### config.mk
export PLATFORM = sky130hd
export DESIGN_NAME = axi_reg_slice
export DESIGN_NICKNAME = d
export VERILOG_FILES = /design/src/rtl/axi_reg_slice.sv
export SDC_FILE = /design/constraint.sdc
export NUM_CORES = 1
export LEC_CHECK = 0
export CORE_AREA = 4 4 275 277
export CTS_CLUSTER_SIZE = 14
export DETAILED_ROUTE_END_ITERATION = 10
export DIE_AREA = 0 0 279 281
export PLACE_DENSITY = 0.78
export SLEW_MARGIN = 10
export SYNTH_ARGS = -nofsm -noshare
export SYNTH_HDL_FRONTEND = slang
export SYNTH_HIERARCHICAL = 1
export SYNTH_SLANG_ARGS = --single-unit
### constraint.sdc
create_clock -name clk -period 4.5 [get_ports clk]
set_clock_uncertainty 0.2 [all_clocks]
set_input_delay 1.125 -clock clk [delete_from_list [all_inputs] [get_ports clk]]
set_output_delay 1.125 -clock clk [all_outputs]
set_load 0.01 [all_outputs]
### src/rtl/axi_reg_slice.sv
// AXI4 register slice: one two-entry skid buffer per channel, 1 cycle latency, full throughput.
// Readies depend only on buffer state, so a stalled consumer is seen upstream one cycle later.

module axi_reg_slice_skid #(
  parameter int WIDTH = 8
) (
  input  logic             clk,
  input  logic             rst,
  input  logic             in_valid,
  output logic             in_ready,
  input  logic [WIDTH-1:0] in_data,
  output logic             out_valid,
  input  logic             out_ready,
  output logic [WIDTH-1:0] out_data
);
  typedef enum logic [1:0] {
    EMPTY = 2'd0,
    FULL1 = 2'd1,
    FULL2 = 2'd2
  } state_t;

  state_t           state;
  state_t           state_nxt;
  logic [WIDTH-1:0] main_q;
  logic [WIDTH-1:0] skid_q;
  logic             in_hs;
  logic             out_hs;
  logic             load_main;
  logic             load_skid;
  logic             move_skid;

  assign in_hs  = in_valid & in_ready;
  assign out_hs = out_valid & out_ready;

  always_ff @(posedge clk) begin
    if (rst) begin
      state <= EMPTY;
    end else begin
      state <= state_nxt;
    end
  end

  always_comb begin
    state_nxt = state;
    case (state)
      EMPTY: begin
        if (in_hs) state_nxt = FULL1;
      end
      FULL1: begin
        if (in_hs && !out_hs) begin
          state_nxt = FULL2;
        end else if (!in_hs && out_hs) begin
          state_nxt = EMPTY;
        end
      end
      FULL2: begin
        if (out_hs) state_nxt = FULL1;
      end
      default: state_nxt = EMPTY;
    endcase
  end

  // Ready is held low through reset so nothing is accepted into a buffer being cleared.
  always_comb begin
    in_ready  = 1'b0;
    out_valid = 1'b0;
    case (state)
      EMPTY: begin
        in_ready = !rst;
      end
      FULL1: begin
        in_ready  = !rst;
        out_valid = 1'b1;
      end
      FULL2: begin
        out_valid = 1'b1;
      end
      default: begin
        in_ready  = 1'b0;
        out_valid = 1'b0;
      end
    endcase
  end

  assign load_main = in_hs && ((state == EMPTY) || ((state == FULL1) && out_hs));
  assign load_skid = in_hs && (state == FULL1) && !out_hs;
  assign move_skid = out_hs && (state == FULL2);

  always_ff @(posedge clk) begin
    if (load_main) begin
      main_q <= in_data;
    end else if (move_skid) begin
      main_q <= skid_q;
    end
    if (load_skid) begin
      skid_q <= in_data;
    end
  end

  assign out_data = main_q;

endmodule

module axi_reg_slice #(
  parameter int ID_WIDTH   = 4,
  parameter int ADDR_WIDTH = 64,
  parameter int DATA_WIDTH = 64,
  parameter int USER_WIDTH = 1
) (
  input  logic                    clk,
  input  logic                    rst,

  input  logic                    incoming_aw_valid,
  output logic                    incoming_aw_ready,
  input  logic [ID_WIDTH-1:0]     incoming_aw_id,
  input  logic [ADDR_WIDTH-1:0]   incoming_aw_addr,
  input  logic [7:0]              incoming_aw_len,
  input  logic [2:0]              incoming_aw_size,
  input  logic [1:0]              incoming_aw_burst,
  input  logic                    incoming_aw_lock,
  input  logic [3:0]              incoming_aw_cache,
  input  logic [2:0]              incoming_aw_prot,
  input  logic [3:0]              incoming_aw_region,
  input  logic [3:0]              incoming_aw_qos,
  input  logic [USER_WIDTH-1:0]   incoming_aw_user,

  input  logic                    incoming_w_valid,
  output logic                    incoming_w_ready,
  input  logic [DATA_WIDTH-1:0]   incoming_w_data,
  input  logic [DATA_WIDTH/8-1:0] incoming_w_strb,
  input  logic                    incoming_w_last,
  input  logic [USER_WIDTH-1:0]   incoming_w_user,

  output logic                    incoming_b_valid,
  input  logic                    incoming_b_ready,
  output logic [ID_WIDTH-1:0]     incoming_b_id,
  output logic [1:0]              incoming_b_resp,
  output logic [USER_WIDTH-1:0]   incoming_b_user,

  input  logic                    incoming_ar_valid,
  output logic                    incoming_ar_ready,
  input  logic [ID_WIDTH-1:0]     incoming_ar_id,
  input  logic [ADDR_WIDTH-1:0]   incoming_ar_addr,
  input  logic [7:0]              incoming_ar_len,
  input  logic [2:0]              incoming_ar_size,
  input  logic [1:0]              incoming_ar_burst,
  input  logic                    incoming_ar_lock,
  input  logic [3:0]              incoming_ar_cache,
  input  logic [2:0]              incoming_ar_prot,
  input  logic [3:0]              incoming_ar_region,
  input  logic [3:0]              incoming_ar_qos,
  input  logic [USER_WIDTH-1:0]   incoming_ar_user,

  output logic                    incoming_r_valid,
  input  logic                    incoming_r_ready,
  output logic [ID_WIDTH-1:0]     incoming_r_id,
  output logic [DATA_WIDTH-1:0]   incoming_r_data,
  output logic [1:0]              incoming_r_resp,
  output logic                    incoming_r_last,
  output logic [USER_WIDTH-1:0]   incoming_r_user,

  output logic                    outgoing_aw_valid,
  input  logic                    outgoing_aw_ready,
  output logic [ID_WIDTH-1:0]     outgoing_aw_id,
  output logic [ADDR_WIDTH-1:0]   outgoing_aw_addr,
  output logic [7:0]              outgoing_aw_len,
  output logic [2:0]              outgoing_aw_size,
  output logic [1:0]              outgoing_aw_burst,
  output logic                    outgoing_aw_lock,
  output logic [3:0]              outgoing_aw_cache,
  output logic [2:0]              outgoing_aw_prot,
  output logic [3:0]              outgoing_aw_region,
  output logic [3:0]              outgoing_aw_qos,
  output logic [USER_WIDTH-1:0]   outgoing_aw_user,

  output logic                    outgoing_w_valid,
  input  logic                    outgoing_w_ready,
  output logic [DATA_WIDTH-1:0]   outgoing_w_data,
  output logic [DATA_WIDTH/8-1:0] outgoing_w_strb,
  output logic                    outgoing_w_last,
  output logic [USER_WIDTH-1:0]   outgoing_w_user,

  input  logic                    outgoing_b_valid,
  output logic                    outgoing_b_ready,
  input  logic [ID_WIDTH-1:0]     outgoing_b_id,
  input  logic [1:0]              outgoing_b_resp,
  input  logic [USER_WIDTH-1:0]   outgoing_b_user,

  output logic                    outgoing_ar_valid,
  input  logic                    outgoing_ar_ready,
  output logic [ID_WIDTH-1:0]     outgoing_ar_id,
  output logic [ADDR_WIDTH-1:0]   outgoing_ar_addr,
  output logic [7:0]              outgoing_ar_len,
  output logic [2:0]              outgoing_ar_size,
  output logic [1:0]              outgoing_ar_burst,
  output logic                    outgoing_ar_lock,
  output logic [3:0]              outgoing_ar_cache,
  output logic [2:0]              outgoing_ar_prot,
  output logic [3:0]              outgoing_ar_region,
  output logic [3:0]              outgoing_ar_qos,
  output logic [USER_WIDTH-1:0]   outgoing_ar_user,

  input  logic                    outgoing_r_valid,
  output logic                    outgoing_r_ready,
  input  logic [ID_WIDTH-1:0]     outgoing_r_id,
  input  logic [DATA_WIDTH-1:0]   outgoing_r_data,
  input  logic [1:0]              outgoing_r_resp,
  input  logic                    outgoing_r_last,
  input  logic [USER_WIDTH-1:0]   outgoing_r_user
);
  localparam int AX_W = ID_WIDTH + ADDR_WIDTH + USER_WIDTH + 29;
  localparam int W_W  = DATA_WIDTH + DATA_WIDTH / 8 + 1 + USER_WIDTH;
  localparam int B_W  = ID_WIDTH + 2 + USER_WIDTH;
  localparam int R_W  = ID_WIDTH + DATA_WIDTH + 3 + USER_WIDTH;

  axi_reg_slice_skid #(.WIDTH(AX_W)) u_aw (
    .clk       (clk),
    .rst       (rst),
    .in_valid  (incoming_aw_valid),
    .in_ready  (incoming_aw_ready),
    .in_data   ({incoming_aw_id, incoming_aw_addr, incoming_aw_len, incoming_aw_size,
                 incoming_aw_burst, incoming_aw_lock, incoming_aw_cache, incoming_aw_prot,
                 incoming_aw_region, incoming_aw_qos, incoming_aw_user}),
    .out_valid (outgoing_aw_valid),
    .out_ready (outgoing_aw_ready),
    .out_data  ({outgoing_aw_id, outgoing_aw_addr, outgoing_aw_len, outgoing_aw_size,
                 outgoing_aw_burst, outgoing_aw_lock, outgoing_aw_cache, outgoing_aw_prot,
                 outgoing_aw_region, outgoing_aw_qos, outgoing_aw_user})
  );

  axi_reg_slice_skid #(.WIDTH(W_W)) u_w (
    .clk       (clk),
    .rst       (rst),
    .in_valid  (incoming_w_valid),
    .in_ready  (incoming_w_ready),
    .in_data   ({incoming_w_data, incoming_w_strb, incoming_w_last, incoming_w_user}),
    .out_valid (outgoing_w_valid),
    .out_ready (outgoing_w_ready),
    .out_data  ({outgoing_w_data, outgoing_w_strb, outgoing_w_last, outgoing_w_user})
  );

  // Return channels run against the request direction: downstream feeds, upstream drains.
  axi_reg_slice_skid #(.WIDTH(B_W)) u_b (
    .clk       (clk),
    .rst       (rst),
    .in_valid  (outgoing_b_valid),
    .in_ready  (outgoing_b_ready),
    .in_data   ({outgoing_b_id, outgoing_b_resp, outgoing_b_user}),
    .out_valid (incoming_b_valid),
    .out_ready (incoming_b_ready),
    .out_data  ({incoming_b_id, incoming_b_resp, incoming_b_user})
  );

  axi_reg_slice_skid #(.WIDTH(AX_W)) u_ar (
    .clk       (clk),
    .rst       (rst),
    .in_valid  (incoming_ar_valid),
    .in_ready  (incoming_ar_ready),
    .in_data   ({incoming_ar_id, incoming_ar_addr, incoming_ar_len, incoming_ar_size,
                 incoming_ar_burst, incoming_ar_lock, incoming_ar_cache, incoming_ar_prot,
                 incoming_ar_region, incoming_ar_qos, incoming_ar_user}),
    .out_valid (outgoing_ar_valid),
    .out_ready (outgoing_ar_ready),
    .out_data  ({outgoing_ar_id, outgoing_ar_addr, outgoing_ar_len, outgoing_ar_size,
                 outgoing_ar_burst, outgoing_ar_lock, outgoing_ar_cache, outgoing_ar_prot,
                 outgoing_ar_region, outgoing_ar_qos, outgoing_ar_user})
  );

  axi_reg_slice_skid #(.WIDTH(R_W)) u_r (
    .clk       (clk),
    .rst       (rst),
    .in_valid  (outgoing_r_valid),
    .in_ready  (outgoing_r_ready),
    .in_data   ({outgoing_r_id, outgoing_r_data, outgoing_r_resp, outgoing_r_last,
                 outgoing_r_user}),
    .out_valid (incoming_r_valid),
    .out_ready (incoming_r_ready),
    .out_data  ({incoming_r_id, incoming_r_data, incoming_r_resp, incoming_r_last,
                 incoming_r_user})
  );

endmodule

==> impl_metrics.toml, run 1 <==
[run_status]
status = "complete, no violations"

[final_layout]
final_cells = 3025
finalNetCount = 2392
design_area_mm2 = 0.03758
syn2layout_area_growth_pct = 40.88
drive_gt1_share_pct = 24.33

[pwr]
power_frac_comb_pct = 18.0
p_int_uw = 13390
p_sw_share_pct = 24.34
leakage_uw = 0.01272
power-per-cell-area_mw_per_mm2 = 471.0
peakVddDrop_mv = 0.3699
power_frac_clock_pct = 34.7
seq_power_share_pct = 47.3
switchingPower_uw = 4308

[placed_design]
routabilityCongestion = 0.8326
buffer_ports.inserted = 719
dp_hpwl_um = 48070
dpl-instance-area_mm2 = 0.03510
dp.cells = 2883
place_ws_ns = 0.7665

[grt]
grt.total_usage_pct = 16.33
antenna_found_initial = 12
grt_pass1_vias = 15574
grt_pass1_wl_um = 98190
grt_overflow_total = 0
grt_max_degree = 86

[routing]
vias = 14309
via_per_inst = 4.730
first_pass_iters = 5
final_antenna_net_count = 0
post_drt_wl_per_cell_um = 22.21
wl_um = 67180
drc = 0
first_iter_violations = 850

[die]
rows = 99
fp.dieH_um = 281
die_area_mm2 = 0.07840
start_util_pct = 36.62
core_mm2 = 0.07283
pin_count = 720
fp.dieW_um = 279

[run]
cap_violations = 0

[worst_setup_path]
path_class = "input port to primary output"
end_kind = "primary output"
required_ns = 3.17
critPathLaunchType = "input port"
cpMaxStageDelayCell = "buf_2"
path_cells = "buf_2 > nor2_1 > clkdlybuf4s50_1"
slowest_delay_ns = 0.56
arrival_ns = 2.40
crit_fanout = 26

[timing]
maxSlewHeadroom_pct = 26.63
max_freq_mhz = 268.5
period_needed_ns = 3.724
grt_setup_unrepaired = "false"
fin_crit_sh_pct = 82.77
fin_ws_ns = 0.7756
hold_violations = 0
tns_ns = 0
setup_violations = 0
tightest_slew_ns = 1.100
slew_viol_final = 0

[logic_synthesis]
synth_seq_cells = 708
synthArstFlopShare_pct = 0
ys_seq_area_share_pct = 79.33
synth_area_per_cell_um2 = 21.86
syn_inst = 1220
ys.flop_type = "edfxtp_1"
synth.most_common_cell = "edfxtp_1"
syn-cell-area_mm2 = 0.02667
synth_top_area_share_pct = 78.58
yosys-top-cells-area = "edfxtp_1, mux2_2, mux2_4, ha_1, buf_6"
yosysUniqueCellTypes = 29
syn_nets = 1611
yosys-top-cells-count = "edfxtp_1, mux2_2, mux2_4"
synth-edff-count = 698
synth_top_cell_by_area = "edfxtp_1"
ys_warn_count = 6

[clock_tree]
cts_setup_buffers = 0
cts_root_buf = "clkbuf_16"
htreeDepth = 3
clock_latency_ns = 0.62
cts.sinks = 708
clockBufferDepth = 3
cts_buffers = 75
postCtsHoldBufs = 0
cts_tree = "done"
path_clk_slew_ns = 0.06
cts-resized-gates = 0

[worst_hold_path]
hold_path_class = "flip-flop to flip-flop"
## critical path: cells and delay by family
kind	cells	cell delay (ns)
simple gates	1	0.16
buf+inv	2	1.08
## layout make-up
cell class	instances	area, um2
fill	5711	35260
sequential	708	21160
timing repair buffer	740	7487
multi-input combinational	465	5213
clock buffer	89	1951
tap	959	1200
clock inverter	46	509.2
inverter	11	41.29
antenna	7	17.52
## per-layer routing
layer  global-route usage, %  vias up  part of all wire (%)
met2                   29.25      536                    53
met1                   18.28     7193                    36
met5                       0        -                  0.10
li1                        -     6437                     -
met3                   5.582      133                   8.0
met4                   5.446       10                   2.9
## metrics by stage
step                util [%]  total power [uW]  hold WS, ns
floorplan                  -             10100       0.2807
global placement       48.19             11590       0.2915
detailed placement     48.19             11730       0.3170
CTS                    51.57             17930       0.3212
global route           51.58             18430       0.3379
finish                 51.59             17700       0.3244
## worst paths after layout
kind	from	to	slack, ns	cells after the start
min	u_aw/skid_q[45]	u_aw/out_data[45]	0.32	1
max	rst	incoming_ar_ready	0.78	3
max reg2reg	u_r/state[0]	u_r/state[0]	1.83	7
min reg2reg	u_aw/skid_q[45]	u_aw/out_data[45]	0.32	1
## cell usage in the layout, fill, tap and decap left out, types with 5 or more instances in the layout
cell type	instances
buf_12	11
a222oi_1	5
clkbuf_1	13
mux2i_1	5
mux2_2	285
dfxtp_1	10
nor2_1	25
clkinv_2	8
clkinv_1	17
clkdlybuf4s50_1	718
bufinv_16	7
diode_2	7
inv_1	11
edfxtp_1	698
ha_1	30
nand3b_1	5
nand2b_1	6
buf_4	10
clkbuf_16	76
mux2_4	67
nor3_1	5
## registers in the layout, indices dropped and copies added (netlist names)
signal         count
u_w/state          2
u_aw/skid_q       98
u_b/state          2
u_w/skid_q        74
u_ar/out_data     98
u_w/out_data      74
u_b/skid_q         7
u_ar/state         2
u_b/out_data       7
u_ar/skid_q       98
u_r/out_data      72
u_aw/out_data     98
u_aw/state         2
u_r/state          2
u_r/skid_q        72
## cell families (layout without fill, tap and decap cells)
kind of cell / count (synthesis) / after routing / synth area share [%]
AOI/OAI and AO/OA: 14 / 14 / 0.4925
DFF: 708 / 708 / 79.33
muxes: 359 / 359 / 16.07
adders and majority gates: 30 / 30 / 1.407
buffers and inverters: 47 / 886 / 1.327
other: 0 / 7 / 0
and+or+nand+nor: 62 / 62 / 1.370
## power by group through the flow
stage          clock network (uW)  registers, uW  logic [uW]
2_1_floorplan                   0           8690        1410
3_3_place_gp                    0           8490        3100
3_5_place_dp                    0           8520        3210
4_1_cts                      6320           8390        3230
5_1_grt                      6620           8430        3380
6_report                     6130           8380        3190
(Power assumes the default switching activity.)
==> run 2: changes to the inputs <==
Settings changed: CORE_AREA 4 4 275 277 to 4 4 279 281, DIE_AREA 0 0 279 281 to 0 0 283 285, PLACE_DENSITY 0.78 to 0.74.
Clock period 4.5 ns to 3.54 ns, I/O delays scaled along.
==> impl_metrics.toml, run 2 (synthesized netlist as in run 1, its figures left out) <==
[worst_setup_path]
arrival_ns = 2.10
end_kind = "primary output"
rr_startpoint = "u_r/state[0]"
reg2reg_slack_ns = 0.98
reg2reg_to = "u_r/state[0]"
reg2regPathDepth = 7
crit_fanout = 4
required_ns = 2.45
critPathLaunchType = "flip-flop"
path_class = "flip-flop to primary output"

[final_layout]
num-fill-cells = 5991
final_common_cell = "clkdlybuf4s50_1"
fin_util_pct = 50.09
final_cells = 3073
syn2layout_area_growth_pct = 41.68
layout_common_cells = "clkdlybuf4s50_1, edfxtp_1, mux2_2, clkbuf_16, mux2_4"
finalNetCount = 2415
drive_gt1_share_pct = 25.10

[run]
cap_violations = 0

[grt]
grt_pass1_vias = 15811
grt_overflow_total = 0
antenna_found_initial = 15
grt_max_degree = 66
grt_pass1_wl_um = 99650
grt.total_usage_pct = 16.01

[timing]
hold_violations = 0
fin_crit_sh_pct = 90.08
tightest_slew_ns = 0.5576
period_needed_ns = 3.189
grt_setup_unrepaired = "false"
hold_ws_ns = 0.3297
setup_violations = 0
slew_viol_final = 0
max_freq_mhz = 313.6
maxSlewHeadroom_pct = 62.83
tns_ns = 0

[placed_design]
routabilityCongestion = 0.8096
dp.cells = 2923
buffer_ports.inserted = 719
dp_hpwl_um = 48420

[worst_hold_path]
worstHoldStart = "u_ar/state[1]"
worstHoldPathCells = 2
hold_path_class = "flip-flop to flip-flop"
hold_end = "u_ar/state[1]"

[clock_tree]
clock_latency_ns = 0.60
postCtsHoldBufs = 0
path_clk_slew_ns = 0.06
cts-resized-gates = 0
cts.sinks = 708
htreeDepth = 3
cts_tree = "done"
clockBufferDepth = 3
cts_buffers = 77
cts_root_buf = "clkbuf_16"
cts_setup_buffers = 0

[die]
fp.dieH_um = 285
fp.dieW_um = 283
start_util_pct = 35.36
pin_count = 720
die_area_mm2 = 0.08066
core_mm2 = 0.07544
rows = 101

[routing]
final_antenna_net_count = 0
vias = 14446
post_drt_wl_per_cell_um = 21.78
via_per_inst = 4.701
first_pass_iters = 5
wl_um = 66930
drc = 0
first_iter_violations = 805

[run_status]
status = "complete, no violations"

[pwr]
leakage_uw = 0.01284
design_power_total_uw = 22350
peakVddDrop_mv = 0.4013
power-per-cell-area_mw_per_mm2 = 591.4
==> run 2: cell types whose count changed in the layout (fill, tap and decap cells not counted), sizes merged <==
cell,previous run,this run
clkinvlp,4,2
clkinv,30,33
buf,22,43
inv,16,18
bufinv,7,2
diode,7,11
clkbuf,89,95
==> run 2: critical path: stages (launching register included) <==
cell and delay, ns:
dfxtp_1 0.34, inv_1 0.12, ha_1 0.28, nor2_1 0.10
nor2_1 0.09, clkdlybuf4s50_1 0.58
==> run 2: stage by stage <==
stage / instance area, um2 / setup WS [ns]
detailed placement: 35380 / 0.4178
global placement: 35380 / 0.4394
CTS: 37770 / 0.2911
global route: 37790 / 0.2256
floorplan: 26680 / 0.02040
finish: 37790 / 0.3513
==> run 2: cell type report <==
type	instances	area [um2]	share of cell area [%]
multi-input combinational	465	5213	13.79
clock inverter	44	345.3	0.9138
timing repair buffer	761	7745	20.49
clock buffer	95	2037	5.390
tap	978	1224	3.238
inverter	11	41.29	0.1093
sequential	708	21160	55.99
antenna	11	27.53	0.07284
==> run 2: worst max path at each step <==
stage / slack (ns) / depth (start not counted) / from / end
after floorplan: 0.02 / 3 / rst / u_r/skid_q[0]
after global placement: 0.44 / 4 / rst / outgoing_b_ready
after detailed placement: 0.42 / 6 / rst / u_ar/out_data[22]
after CTS: 0.29 / 5 / u_aw/state[1] / incoming_aw_ready
after global routing: 0.23 / 5 / u_aw/state[0] / incoming_aw_ready
final: 0.35 / 5 / u_aw/state[0] / incoming_aw_ready
==> run 2: layer usage <==
layer | up-vias | share of wire [%] | global-route usage [%]
li1 | 6502 | - | -
met1 | 7225 | 38 | 18.60
met2 | 560 | 50 | 27.16
met3 | 153 | 7.7 | 5.100
met4 | 6 | 4.1 | 7.322
met5 | - | 0.061 | 0
==> run 2: power by group <==
group / switching (uW) / leakage [uW] / total [uW] / internal (uW)
logic: 1960 / 0.00519 / 4170 / 2210
registers: 251 / 0.00648 / 10600 / 10400
clock network: 3270 / 0.00116 / 7550 / 4280
